**src/rtl/clk_div_pkg.sv**
```systemverilog
// Shared constants and channel-mode helper for the multi-channel clock divider.
// CLK_DIV_DUTY_EN selects duty mode (CLK_out high while cnt < H) instead of toggle mode.
package clk_div_pkg;

    localparam int DEF_WIDTH = 32;
    localparam int MAX_NCH   = 16;

    typedef enum logic {
        MODE_TOGGLE = 1'b0,
        MODE_DUTY   = 1'b1
    } ch_mode_e;

`ifdef CLK_DIV_DUTY_EN
    localparam ch_mode_e CH_MODE = MODE_DUTY;
`else
    localparam ch_mode_e CH_MODE = MODE_TOGGLE;
`endif

    // Output level right after a wrap: toggle flips, duty starts high unless H == 0.
    function automatic logic wrap_level(ch_mode_e mode, logic cur, logic hi_set);
        return (mode == MODE_DUTY) ? hi_set : ~cur;
    endfunction

endpackage

```
**src/rtl/clk_div_multi_if.sv**
```systemverilog
// Control/status bundle between the divider and its user.
interface clk_div_multi_if #(
    parameter int NCH   = 4,
    parameter int WIDTH = 32
);
    logic                 en;
    logic [NCH-1:0]       load;
    logic [NCH*WIDTH-1:0] div_in;
    logic [NCH*WIDTH-1:0] hi_in;
    logic [NCH-1:0]       CLK_out;
    logic [NCH-1:0]       tick_out;
    logic [NCH-1:0]       busy;

    modport master (
        output en, load, div_in, hi_in,
        input  CLK_out, tick_out, busy
    );

    modport slave (
        input  en, load, div_in, hi_in,
        output CLK_out, tick_out, busy
    );
endinterface

```
**src/rtl/clk_div_channel.sv**
```systemverilog
// One divider channel: counter, active/pending divisor, registered clock and tick.
// CLK_DIV_DUTY_EN adds per-channel high time H captured alongside the divisor.
module clk_div_channel
    import clk_div_pkg::*;
#(
    parameter int               WIDTH       = DEF_WIDTH,
    parameter logic [WIDTH-1:0] DEFAULT_DIV = WIDTH'(19999999)
) (
    input  logic             clk,
    input  logic             rst,
    input  logic             en,
    input  logic             load,
    input  logic [WIDTH-1:0] div,
`ifdef CLK_DIV_DUTY_EN
    input  logic [WIDTH-1:0] hi,
`endif
    output logic             clk_div,
    output logic             tick,
    output logic             busy
);

    localparam logic [WIDTH-1:0] ONE = WIDTH'(1);

    logic [WIDTH-1:0] cnt, d, p;
    logic [WIDTH-1:0] cnt_nx, d_nx, p_nx;
    logic             busy_nx, tick_nx, clk_nx, wrap, hi_set;

`ifdef CLK_DIV_DUTY_EN
    logic [WIDTH-1:0] h, ph, h_nx, ph_nx;
    assign hi_set = (h_nx != '0);
`else
    assign hi_set = 1'b0;
`endif

    assign wrap = (d != '0) && (cnt == d - ONE);

    always_comb begin
        cnt_nx  = cnt;
        d_nx    = d;
        p_nx    = p;
        busy_nx = busy;
        tick_nx = 1'b0;
        clk_nx  = clk_div;
`ifdef CLK_DIV_DUTY_EN
        h_nx    = h;
        ph_nx   = ph;
`endif
        if (d == '0) begin
            // Stopped channel takes a new divisor immediately, independent of en.
            if (load) begin
                d_nx   = div;
                cnt_nx = '0;
                clk_nx = 1'b0;
`ifdef CLK_DIV_DUTY_EN
                h_nx   = hi;
`endif
            end
        end else if (en) begin
            if (wrap) begin
                cnt_nx  = '0;
                tick_nx = 1'b1;
                if (load) begin
                    d_nx    = div;
                    busy_nx = 1'b0;
`ifdef CLK_DIV_DUTY_EN
                    h_nx    = hi;
`endif
                end else if (busy) begin
                    d_nx    = p;
                    busy_nx = 1'b0;
`ifdef CLK_DIV_DUTY_EN
                    h_nx    = ph;
`endif
                end
                clk_nx = wrap_level(CH_MODE, clk_div, hi_set);
                if (d_nx == '0) begin
                    clk_nx  = 1'b0;
                    tick_nx = 1'b0;
                end
            end else begin
                cnt_nx = cnt + ONE;
                if (load) begin
                    p_nx    = div;
                    busy_nx = 1'b1;
`ifdef CLK_DIV_DUTY_EN
                    ph_nx   = hi;
`endif
                end
`ifdef CLK_DIV_DUTY_EN
                clk_nx = (cnt_nx < h);
`endif
            end
        end else if (load) begin
            p_nx    = div;
            busy_nx = 1'b1;
`ifdef CLK_DIV_DUTY_EN
            ph_nx   = hi;
`endif
        end
    end

    always_ff @(posedge clk) begin
        if (rst) begin
            cnt     <= '0;
            d       <= DEFAULT_DIV;
            p       <= '0;
            busy    <= 1'b0;
            tick    <= 1'b0;
            clk_div <= 1'b0;
`ifdef CLK_DIV_DUTY_EN
            h       <= DEFAULT_DIV >> 1;
            ph      <= '0;
`endif
        end else begin
            cnt     <= cnt_nx;
            d       <= d_nx;
            p       <= p_nx;
            busy    <= busy_nx;
            tick    <= tick_nx;
            clk_div <= clk_nx;
`ifdef CLK_DIV_DUTY_EN
            h       <= h_nx;
            ph      <= ph_nx;
`endif
        end
    end

endmodule

```
**src/rtl/clk_div_multi.sv**
```systemverilog
// NCH independent programmable clock dividers sharing one clock, reset and enable.
// CLK_DIV_DUTY_EN switches all channels to duty mode using hi_in.
module clk_div_multi
    import clk_div_pkg::*;
#(
    parameter int               NCH         = 4,
    parameter int               WIDTH       = DEF_WIDTH,
    parameter logic [WIDTH-1:0] DEFAULT_DIV = WIDTH'(19999999)
) (
    input  logic           CLK_in,
    input  logic           RST,
    clk_div_multi_if.slave bus
);

`ifndef CLK_DIV_DUTY_EN
    logic unused_hi;
    assign unused_hi = ^bus.hi_in;
`endif

    for (genvar i = 0; i < NCH; i++) begin : g_ch
        clk_div_channel #(
            .WIDTH       (WIDTH),
            .DEFAULT_DIV (DEFAULT_DIV)
        ) u_ch (
            .clk     (CLK_in),
            .rst     (RST),
            .en      (bus.en),
            .load    (bus.load[i]),
            .div     (bus.div_in[i*WIDTH +: WIDTH]),
`ifdef CLK_DIV_DUTY_EN
            .hi      (bus.hi_in[i*WIDTH +: WIDTH]),
`endif
            .clk_div (bus.CLK_out[i]),
            .tick    (bus.tick_out[i]),
            .busy    (bus.busy[i])
        );
    end

endmodule

```
**src/flat_wrapper.sv**
```systemverilog
// flat-port wrapper written by rule: the top's interface ports become plain ports
module clk_div_multi_flat import clk_div_pkg::*;
#(
    parameter int               NCH         = 4,
    parameter int               WIDTH       = DEF_WIDTH,
    parameter logic [WIDTH-1:0] DEFAULT_DIV = WIDTH'(19999999)
)
  (CLK_in, RST, bus_en, bus_load, bus_div_in, bus_hi_in, bus_CLK_out, bus_tick_out, bus_busy);
  clk_div_multi_if #(.NCH(NCH), .WIDTH(WIDTH)) bus_i ();
  input  logic CLK_in;
  input  logic RST;
  input wire logic [$bits(bus_i.en)-1:0] bus_en;
  input wire logic [$bits(bus_i.load)-1:0] bus_load;
  input wire logic [$bits(bus_i.div_in)-1:0] bus_div_in;
  input wire logic [$bits(bus_i.hi_in)-1:0] bus_hi_in;
  output wire logic [$bits(bus_i.CLK_out)-1:0] bus_CLK_out;
  output wire logic [$bits(bus_i.tick_out)-1:0] bus_tick_out;
  output wire logic [$bits(bus_i.busy)-1:0] bus_busy;
  assign bus_i.en = bus_en;
  assign bus_i.load = bus_load;
  assign bus_i.div_in = bus_div_in;
  assign bus_i.hi_in = bus_hi_in;
  assign bus_CLK_out = bus_i.CLK_out;
  assign bus_tick_out = bus_i.tick_out;
  assign bus_busy = bus_i.busy;
  clk_div_multi #(.NCH(NCH), .WIDTH(WIDTH), .DEFAULT_DIV(DEFAULT_DIV)) u_core (.CLK_in(CLK_in), .RST(RST), .bus(bus_i));
endmodule
```
**config.mk**
```make
export PLATFORM = sky130hd
export DESIGN_NAME = clk_div_multi_flat
export DESIGN_NICKNAME = d
export VERILOG_FILES = /design/src/rtl/clk_div_pkg.sv /design/src/rtl/clk_div_multi_if.sv /design/src/rtl/clk_div_channel.sv /design/src/rtl/clk_div_multi.sv /design/src/flat_wrapper.sv
export SDC_FILE = /design/constraint.sdc
export NUM_CORES = 1
export LEC_CHECK = 0
export BUFFER_PORTS_ARGS = -buffer_cell sky130_fd_sc_hd__buf_2
export CAP_MARGIN = 20
export CORE_UTILIZATION = 60
export CTS_CLUSTER_DIAMETER = 150
export DETAILED_ROUTE_END_ITERATION = 10
export HOLD_SLACK_MARGIN = 0.06
export PLACE_DENSITY_LB_ADDON = 0.08
export SKIP_CTS_REPAIR_TIMING = 1
export SYNTH_ARGS = -nofsm -noshare
export SYNTH_HDL_FRONTEND = slang
export SYNTH_SLANG_ARGS = --single-unit
```
**constraint.sdc**
```tcl
create_clock -name CLK_in -period 4.25 [get_ports CLK_in]
set_clock_uncertainty 0.15 [all_clocks]
set_input_delay 0.6375 -clock CLK_in [delete_from_list [all_inputs] [get_ports CLK_in]]
set_output_delay 0.6375 -clock CLK_in [all_outputs]
set_load 0.005 [all_outputs]
```
==> Word-level counts from Yosys, hierarchy flattened <==
Index checks and enable logic that the tools add are counted.
{ "word_totals": {"regBits": 396, "inputBits": 263, "out_inout_bits": 12, "elab_cells": 197} }
{ "classes": {"n_addsub": 8, "eq_ne": 12, "muxes": 100, "n_bitwise": 13, "n_reduce_logical": 40} }
{ "op_table": {"columns": ["operator", "count"], "rows": [
  ["$mux 32", 64],
  ["$logic_not 32->1", 8],
  ["$add 32x1->32 const B", 4],
  ["$eq 32x32->1", 4],
  ["$reduce_bool 32->1", 4],
  ["$sub 32x1->32 const B", 4],
  ["$mux 1", 36],
  ["$ne 2x2->1 const B", 8],
  ["$reduce_and 2->1", 8],
  ["$reduce_bool 2->1", 8],
  ["$reduce_or 4->1", 4],
  ["$not 1->1", 13],
  ["$reduce_and 3->1", 4],
  ["$logic_and 1x1->1", 4]
]} }

==> Longest topological paths before layout <==
Gate-level depths: netlist (run 1).
{ "logic_depth": {"ltp_word": 11, "mapped_depth": 15, "mapped_depth_nobuf": 11} }

==> Hierarchy <==
A second synthesis (run 1) with hierarchy kept.
{ "hier_totals": {"cells_unflattened": 3234, "area_unflattened_um2": 26040.0} }
{ "modules_own_cells": {"columns": ["mod", "n_inst", "cells_each", "area_each_um2", "seq_area_each_um2"], "rows": [
  ["clk_div_channel (u_core.g_ch[2].u_ch ...)", 2, 814, 6551.3, 1981.9],
  ["clk_div_channel (u_core.g_ch[0].u_ch ...)", 2, 803, 6468.7, 1981.9]
]} }

==> Least setup slack after synthesis (run 1) <==
Ideal clock, no wire load.
{ "synth_path": {"path_kind": "register -> register", "start": "reg u_core.g_ch[2].u_ch.d[0]", "end": "reg u_core.g_ch[2].u_ch.cnt[0]", "setup_ns": 0.132, "arrival_time_ns": 3.517, "t_required_ns": 3.968, "slack_ns": 0.451, "path_stages_with_launch": 15, "n_path_buf": 3, "synth_period_minus_slack_ns": 3.799, "cell_sequence": "dfxtp_1 clkbuf_1 inv_1 ha_1 clkbuf_1 or4b_2 nor4_2 nand3_1 a22oi_1 nand4_1 or4b_1 o31a_1 nor2_4 buf_2 nor3_1"} }
{ "synth_between": {"elab_chain_cells": 6, "elab_cells_between_ends": 11, "cone_classes": "add/sub (1); eq/ne (2); mux (3); reduce/logical (5)"} }
{ "synth_rtl": {"columns": ["element", "line", "text"], "rows": [
  ["from (decl)", "clk_div_channel.sv:24", "logic [WIDTH-1:0] cnt, d, p;"],
  ["from (signal assigned)", "clk_div_channel.sv:116", "d <= d_nx;"],
  ["$sub 32x1->32", "clk_div_channel.sv:35", "assign wrap = (d != '0) && (cnt == d - ONE);"],
  ["$eq 32x32->1", "clk_div_channel.sv:35", null],
  ["$logic_and 1x1->1", "clk_div_channel.sv:35", null],
  ["$mux 32", "clk_div_channel.sv:59", "if (wrap) begin"],
  ["$mux 32", "clk_div_channel.sv:58", "end else if (en) begin"],
  ["$mux 32", "clk_div_channel.sv:48", "if (d == '0) begin"],
  ["to (signal assigned)", "clk_div_channel.sv:115", "cnt <= cnt_nx;"],
  ["to (decl)", "clk_div_channel.sv:24", null]
]} }
Parallel ways exist; a longest one is shown, timed or not. The select of a mux whose other input is x is not followed.
A chain may end at the register's enable or synchronous reset.

==> Worst setup path in the final report (run 1) <==
{ "layout_path": {"start": "reg u_core.g_ch[2].u_ch.d[7]", "end": "reg u_core.g_ch[2].u_ch.p[23]"} }
{ "layout_between": {"elab_chain_cells": 5, "elab_cells_between_ends": 8, "cone_classes": "add/sub (1); eq/ne (2); bitwise (1); reduce/logical (4)"} }
{ "layout_rtl": {"columns": ["element", "line", "text"], "rows": [
  ["$sub 32x1->32", "clk_div_channel.sv:35", null],
  ["$eq 32x32->1", "clk_div_channel.sv:35", null],
  ["$logic_and 1x1->1", "clk_div_channel.sv:35", null],
  ["$ne 2x2->1 (no line)", null, null],
  ["$reduce_and 2->1 (no line) (*)", null, null],
  ["to (signal assigned)", "clk_div_channel.sv:117", "p <= p_nx;"],
  ["to (decl)", "clk_div_channel.sv:24", null]
]} }
Mark *: on every way between the ends. The rest lies on a longest branch, timed or not.

==> results of run 1 <==
per-layer routing:
layer	track usage (%)	share of wire (%)	vias to the layer above
met4	11.7	2.8	0
met5	0	0	-
met2	56.5	46	850
li1	-	-	11800
met1	46.5	45	11700
met3	3.92	6.1	141
registers in the layout, summed over array words and instances, names as in the netlist:
name and count:
u_core.g_ch.u_ch.tick 4, u_core.g_ch.u_ch.busy 4, u_core.g_ch.u_ch.d 128, u_core.g_ch.u_ch.cnt 128, u_core.g_ch.u_ch.clk_div 4, u_core.g_ch.u_ch.p 128
kinds of logic (layout without fill, tap and decap cells):
group                      Yosys count  in the layout  synth area share, %
AOI/OAI and AO/OA                  517            517                 12.8
xor gates and xnor gates           261            261                 9.00
adders and majority gates           12             12                0.591
buffers and inverters              313            423                 5.26
DFF                                396            396                 31.2
muxes                              325            325                 12.9
other                                0              4                    0
and+or+nand+nor                   1490           1490                 28.3
per-stage QoR:
step,hold slack [ps],worst slack (ps),power (uW),instances,cell area (um2)
final,165,151,8880,3967,28500
after global routing,166,0.0915,9150,3967,28500
after CTS,141,187,8910,3956,28500
after detailed placement,297,205,4710,3873,26800
after global placement,289,236,4680,3873,26800
after floorplan,280,451,4450,3314,25400
layout make-up:
| cell class | count | share of cell area [%] |
|---|---|---|
| antenna | 4 | 0.0351 |
| clock buffer | 65 | 4.74 |
| clock inverter | 18 | 0.907 |
| inverter | 48 | 0.658 |
| multi-input combinational | 2605 | 56.8 |
| sequential | 396 | 27.8 |
| tap | 539 | 2.36 |
| timing repair buffer | 292 | 6.68 |
worst paths after layout:
path | cells past startpoint | slack (ps) | to | from
worst max register to register | 10 | 150 | u_core.g_ch[2].u_ch.p[23] | u_core.g_ch[2].u_ch.d[7]
worst min-delay path | 3 | 170 | u_core.g_ch[0].u_ch.p[24] | bus_div_in[24]
worst max-delay path | 10 | 150 | u_core.g_ch[2].u_ch.p[23] | u_core.g_ch[2].u_ch.d[7]
worst min register to register | 2 | 310 | u_core.g_ch[0].u_ch.p[18] | u_core.g_ch[0].u_ch.p[18]
cells in the mapped netlist (all sizes together), types with 6 or more instances:
cell,count
and2,13
or4,40
nand3,104
nor3,128
nor3b,10
and3,48
clkbuf,196
a21oi,180
or3,21
nand3b,19
xnor2,125
nor2,374
dfxtp,396
inv,47
nand2,491
ha,12
nor4b,12
o211ai,18
a211oi,43
nor4,83
nor2b,11
and4,7
nand4b,10
a31oi,26
or2,8
nand4,72
or3b,8
a22oi,7
mux2i,317
o21ai,128
nand2b,20
xor2,136
a211o,12
o31ai,19
a21o,8
buf,69
mux2,8
or4b,6
power groups by stage:
stage	Sequential [uW]	Clock, uW	Combinational, uW
after floorplan	3920	0	538
after global placement	3960	0	714
after detailed placement	3970	0	740
after CTS	3890	4280	744
after global routing	3900	4430	828
final	3890	4230	755
critical path, cell delays in order, from the launching register on:
cell and delay [ps]:
dfxtp_1 440, or4_1 640, or4_4 580, nor3_1 410, mux2i_1 150, o31ai_1 330, a32oi_1 120, and3_1 230
a21boi_4 430, buf_12 280, mux2i_1 240
==> results.yml, run 1 <==
run_status:
  status: "completed"
sta:
  max_slew_margin_pct: 32.1
  setup_viol: 0
  hold_viol: 0
  drv_slew: 0
  timing.fmax_mhz: 244
  finalCriticalPeriod_ps: 4100
  fin_tns_setup_ps: 0
  fin_crit_sh_pct: 96.4
  rsz0062_at_grt: "false"
  worst_pin_slew_ps: 1020
power:
  vdd_drop_max_mv: 0.315
  p_switching_uw: 2210
  clock_power_share_pct: 47.7
  p_per_area_mw_per_mm2: 311
  leakage_uw: 0.0113
  switching_share_pct: 24.9
  p_comb_share_pct: 8.5
  internal-power_uw: 6670
  p_seq_share_pct: 43.8
detailed_routing:
  avgViaCountPerCell: 6.18
  wl_um: 76100
  avgRoutedWirePerCell_um: 19.2
  drcViolationCount: 0
  num_vias: 24500
  dr.pass1.iters: 6
  first_iter_violations: 2259
  ant_nets: 0
setup_path:
  crit_path_start_kind: "flip-flop"
  end_kind: "flip-flop"
  arrival_ps: 4450
  crit_required_ps: 4610
  worstSetupPathType: "reg -> reg"
  cp_max_fo: 25
global_route:
  track_usage_pct: 34.3
  grt_antenna_before_repair: 4
  gr-total-overflow: 0
  grt_pass1_wl_um: 122000
  grt_max_degree: 107
  first_global_vias: 22800
synthesis:
  syn_area_per_cell_um2: 7.67
  synth-main-ff-cell: "dfxtp_1"
  yosysUniqueCellTypes: 92
  seq_area_frac_synth_pct: 31.2
  synth_edf_count: 0
  synth_top_area_share_pct: 31.2
  yosys_register_bits: 396
  syn_nets: 3589
  synthTopCellsByArea: "dfxtp_1 (31%), mux2i_1 (12%), nand2_1 (7.2%), nor2_1 (5.5%), xor2_1 (4.7%)"
  synth_area_leader_cell: "dfxtp_1"
  synthCells: 3314
  ys_warn_count: 0
  async_flop_share_pct: 0
  synth_area_mm2: 0.0254
clock_network:
  cts_made_buffers: 45
  h-tree-depth: 2
  cts.sinks: 396
  clkSlewWorstSetupHoldPaths_ps: 60
  clk_path_buf_depth: 3
  clk_latency_ps: 590
  cts-root-buf: "clkbuf_16"
  cts_tree: "done"
place:
  numPortBuffers: 146
  place_congestion: 0.928
  dpl.hpwl_um: 54900
floorplanning:
  ioPinCount: 275
  fp.coreArea_mm2: 0.0419
  die_w_um: 208
  rows: 75
  start_util_pct: 60.7
  die_h_um: 208
  die-area_mm2: 0.0432
final_layout:
  syn_to_final_growth_pct: 12.4
  multi_input_area_mm2: 0.0162
  seq_area_mm2: 0.00793
  nNetsFinal: 3663
  fin_util_pct: 68.2
  final_common_cell: "nand2_1"
  final_cell_mix: "nand2_1 (490), dfxtp_1 (392), nor2_1 (372), mux2i_1 (316), a21oi_1 (180)"
  layout-drive-gt1-share_pct: 12.9
  fill_cells: 3581
job:
  max-cap-violations: 0
worst_hold_path:
  worst_hold_path_type: "in -> reg"
No activity file was read; power rests on OpenSTA's default activity.
==> run 2, diff against run 1 <==
Settings changed: CORE_UTILIZATION 60 to 54.
Clock period 4.25 ns to 3.71 ns, I/O delays scaled along.
==> results.yml, run 2 (synthesis results as in run 1) <==
detailed_routing:
  drcViolationCount: 0
  avgViaCountPerCell: 6.02
  avgRoutedWirePerCell_um: 19.2
  dr.pass1.iters: 6
  wl_um: 80000
  top_layer: "met4"
  first_iter_violations: 2043
  met2_length_um: 37900
  m1WireLength_um: 35500
  wl_met3_um: 4510
  ant_nets: 0
  num_vias: 25000
run_status:
  status: "completed"
global_route:
  track_usage_pct: 32.1
  grt_pass1_wl_um: 124000
  grt_antenna_before_repair: 0
  first_global_vias: 23500
  grt_max_degree: 104
  gr-total-overflow: 0
clock_network:
  cts.sinks: 396
  cts_tree: "done"
  cts-root-buf: "clkbuf_16"
  clk_path_buf_depth: 3
  clkSlewWorstSetupHoldPaths_ps: 60
  clk_latency_ps: 590
  h-tree-depth: 2
  cts_made_buffers: 45
final_layout:
  nNetsFinal: 3790
  syn_to_final_growth_pct: 18.8
  fin_util_pct: 65.0
  final_cell_mix: "nand2_1 (490), dfxtp_1 (387), nor2_1 (372), mux2i_1 (314), buf_4 (239)"
  antenna_cells: 0
  reg_top3: "u_core.g_ch.u_ch.cnt x128, u_core.g_ch.u_ch.d x128, u_core.g_ch.u_ch.p x128"
  final_common_cell: "nand2_1"
  layout-drive-gt1-share_pct: 17.5
  fill_cells: 4065
  final_cells: 4158
setup_path:
  arrival_ps: 4000
  crit_path_start_kind: "flip-flop"
  end_kind: "flip-flop"
  worstSetupPathType: "reg -> reg"
  cp_max_fo: 6
  crit_required_ps: 4030
sta:
  rsz0062_at_grt: "true"
  worst_pin_slew_ps: 920
  timing.fmax_mhz: 272
  drv_slew: 0
  fin_crit_sh_pct: 99.1
  finalCriticalPeriod_ps: 3680
  max_slew_margin_pct: 38.7
  hold_viol: 0
  setup_viol: 0
  setup_ws_ps: 33.8
floorplanning:
  die_h_um: 219
  rows: 79
  start_util_pct: 54.7
  die_w_um: 219
  ioPinCount: 275
  fp.coreArea_mm2: 0.0465
  die-area_mm2: 0.0479
job:
  max-cap-violations: 0
worst_hold_path:
  worst_hold_path_type: "in -> reg"
place:
  numPortBuffers: 146
  dpl.hpwl_um: 58200
  dp.cells: 4044
  post-place-ws_ps: -87.1
  place_congestion: 0.944
power:
  leakage_uw: 0.0121
  vdd_drop_max_mv: 0.461
  p_per_area_mw_per_mm2: 333
run 2: changes by cell type in the layout (fill, tap and decap cells not counted), sizes merged:
cell,delta
clkinv,+2
diode,-4
inv,+1
clkinvlp,-2
clkbuf,+6
buf,+123
bufinv,-3
run 2: final timing paths:
path / startpoint / endpoint / slack [ps] / cells past startpoint
max reg2reg: u_core.g_ch[2].u_ch.d[7] / u_core.g_ch[2].u_ch.d[3] / 30 / 12
min reg2reg: u_core.g_ch[1].u_ch.p[15] / u_core.g_ch[1].u_ch.p[15] / 310 / 2
min: bus_div_in[84] / u_core.g_ch[2].u_ch.p[20] / 80 / 3
max: u_core.g_ch[2].u_ch.d[7] / u_core.g_ch[2].u_ch.d[3] / 30 / 12
run 2: through the flow:
step                area [um2]  setup TNS [ps]  total power [uW]  hold slack [ps]
global route             30200            -983             10400             75.8
global placement         27900            -682              5390              288
CTS                      29400           -6220             10100             60.1
floorplan                25400           -1070              5100              280
detailed placement       27900           -2800              5430              297
finish                   30200               0             10000             83.7
run 2: where the power goes:
group          internal [uW]  switching (uW)  total [uW]
registers               4350            85.3        4430
logic                    373             564         936
clock network           2790            1870        4660
total                   7520            2520       10000
run 2: cell type report:
cell class | instances | area (um2) | area share, %
Clock inverter | 16 | 161 | 0.535
Inverter | 48 | 193 | 0.639
Tap cell | 607 | 759 | 2.52
Sequential cell | 396 | 7940 | 26.3
Clock buffer | 67 | 1390 | 4.61
Multi-Input combinational cell | 2605 | 16600 | 54.9
Timing Repair Buffer | 419 | 3160 | 10.5
run 2: layer usage:
| layer | track usage [%] | vias to the layer above |
|---|---|---|
| met4 | 10.5 | 0 |
| li1 | - | 12100 |
| met1 | 42.7 | 12000 |
| met2 | 54.1 | 811 |
| met3 | 3.59 | 139 |
| met5 | 0 | - |
run 2: critical path, cell delays in order, from the launching register on:
cell     delay, ps
dfxtp_2        350
or4_4          520
or4_4          560
nor3_4         200
mux2i_1         90
or3b_1         420
a32o_2         290
buf_4          150
o31ai_4        290
nand2_4        140
buf_6          160
buf_4          130
mux2i_1        110
==> run 3, diff against run 2 <==
Clock period 3.71 ns to 2.95 ns, I/O delays scaled along.
==> results.yml, run 3 (synthesis results as in run 1) <==
detailed_routing:
  ant_nets: 0
  dr.pass1.iters: 6
  avgViaCountPerCell: 6.01
  wl_met3_um: 5830
  top_layer: "met5"
  met2_length_um: 43100
  num_vias: 27400
  wl_um: 89800
  m1WireLength_um: 37300
  first_iter_violations: 2211
  drcViolationCount: 0
  avgRoutedWirePerCell_um: 19.7
floorplanning:
  start_util_pct: 54.7
  fp.coreArea_mm2: 0.0465
  ioPinCount: 275
  rows: 79
  die_h_um: 219
  die_w_um: 219
  die-area_mm2: 0.0479
setup_path:
  arrival_ps: 4100
  slowest_stage: "or4_4"
  crit_required_ps: 3340
  crit_path_start_kind: "flip-flop"
  path_cells: "or4_4, or4_4, nor3_4, buf_4, xor2_1, or3_1, a32o_2, o31a_1, nor2_4, buf_4, buf_6, o221a_2"
  slowest_delay_ps: 560
  worst_path_dominant_cell_family: "simple AND/OR/NAND/NOR gates"
  end_kind: "flip-flop"
  worstSetupPathType: "reg -> reg"
  cp_max_fo: 5
  crit_buf_inv: 3
global_route:
  gr-total-overflow: 0
  track_usage_pct: 33.4
  grt_pass1_wl_um: 129000
  grt_max_degree: 85
  grt_antenna_before_repair: 2
  first_global_vias: 24800
worst_hold_path:
  worst_hold_path_type: "in -> reg"
sta:
  drv_slew: 0
  rsz0062_at_grt: "true"
  worst_pin_slew_ps: 896
  max_slew_margin_pct: 39.6
  timing.fmax_mhz: 269
  hold_viol: 0
  fin_tns_setup_ps: -218390
  setup_viol: 396
  fin_crit_sh_pct: 126
  finalCriticalPeriod_ps: 3710
  setup_ws_ps: -764
  fin_hold_ws_ps: 77.2
final_layout:
  layout-drive-gt1-share_pct: 27.5
  nNetsFinal: 4192
  fill_cells: 3417
  syn_to_final_growth_pct: 38.9
  antenna_cells: 0
  reg_top3: "u_core.g_ch.u_ch.cnt x128, u_core.g_ch.u_ch.d x128, u_core.g_ch.u_ch.p x128"
  final_cells: 4559
  final_cell_mix: "nand2_1 (482), buf_4 (459), dfxtp_1 (383), mux2i_1 (311), nor2_1 (311)"
  design_area_mm2: 0.0353
  final_common_cell: "nand2_1"
place:
  dp.cells: 4295
  numPortBuffers: 146
  dpl-instance-area_mm2: 0.0303
  dpl.hpwl_um: 60900
  place_congestion: 0.963
power:
  p_total_uw: 13200
  vdd_drop_max_mv: 0.540
  p_per_area_mw_per_mm2: 376
  leakage_uw: 0.0144
clock_network:
  clk_path_buf_depth: 3
  cts.sinks: 396
  cts_tree: "done"
  cts-root-buf: "clkbuf_16"
  cts_made_buffers: 46
  clkSlewWorstSetupHoldPaths_ps: 60
  h-tree-depth: 2
  clk_latency_ps: 600
run_status:
  status: "finished, violations left"
  violations: "setup timing"
job:
  max-cap-violations: 0
## run 3: changes by cell type in the layout (fill, tap and decap cells not counted), moves of 24 or more
cell           previous run  this run
nor3_1                  119        74
dlygate4sd3_1             0       128
nor3_2                    7        43
o21ai_0                 128       104
nor2_1                  372       311
buf_4                   239       459
nor2_4                    2        31
nor2_2                    0        32
## run 3: worst paths after layout
path,endpoint,cells past startpoint,from,slack (ps)
min,u_core.g_ch[2].u_ch.busy,2,bus_en,80
max,u_core.g_ch[2].u_ch.d[26],12,u_core.g_ch[2].u_ch.d[2],-760
max reg2reg,u_core.g_ch[2].u_ch.d[26],12,u_core.g_ch[2].u_ch.d[2],-760
min reg2reg,u_core.g_ch[2].u_ch.p[25],2,u_core.g_ch[2].u_ch.p[25],300
## run 3: where the power goes
group	switching, uW	internal, uW	total [uW]
sequential	101	5470	5570
combinational	845	668	1510
clock	2440	3720	6160
## run 3: per-stage QoR
stage / util [%] / setup WS [ps]
2_1_floorplan: - / -587
3_3_place_gp: 65.3 / -612
3_5_place_dp: 65.3 / -660
4_1_cts: 68.8 / -680
5_1_grt: 75.9 / -811
6_report: 75.9 / -764
## run 3: routing by layer
metal / GRT usage [%] / up-vias
met2: 57.0 / 1091
met3: 4.46 / 270
met1: 42.7 / 13100
met5: 0 / -
li1: - / 12900
met4: 12.4 / 4
## run 3: cell type report
cell class	count	area, um2	area share, %
clock buffers	68	1440	4.08
clock inverters	15	189	0.536
inverters	48	188	0.532
multi-input cells	2606	17800	50.3
flip-flops and latches	396	7950	22.5
well taps	607	759	2.15
repair buffers	819	7000	19.8
## run 3: worst reg2reg max path, delay by kind of cell (launching register included)
| family | cells | cell delay (ps) |
|---|---|---|
| AOI/OAI and AO/OA | 3 | 870 |
| xor gates and xnor gates | 1 | 50 |
| buffers and inverters | 3 | 400 |
| DFF | 1 | 320 |
| and+or+nand+nor | 5 | 1860 |
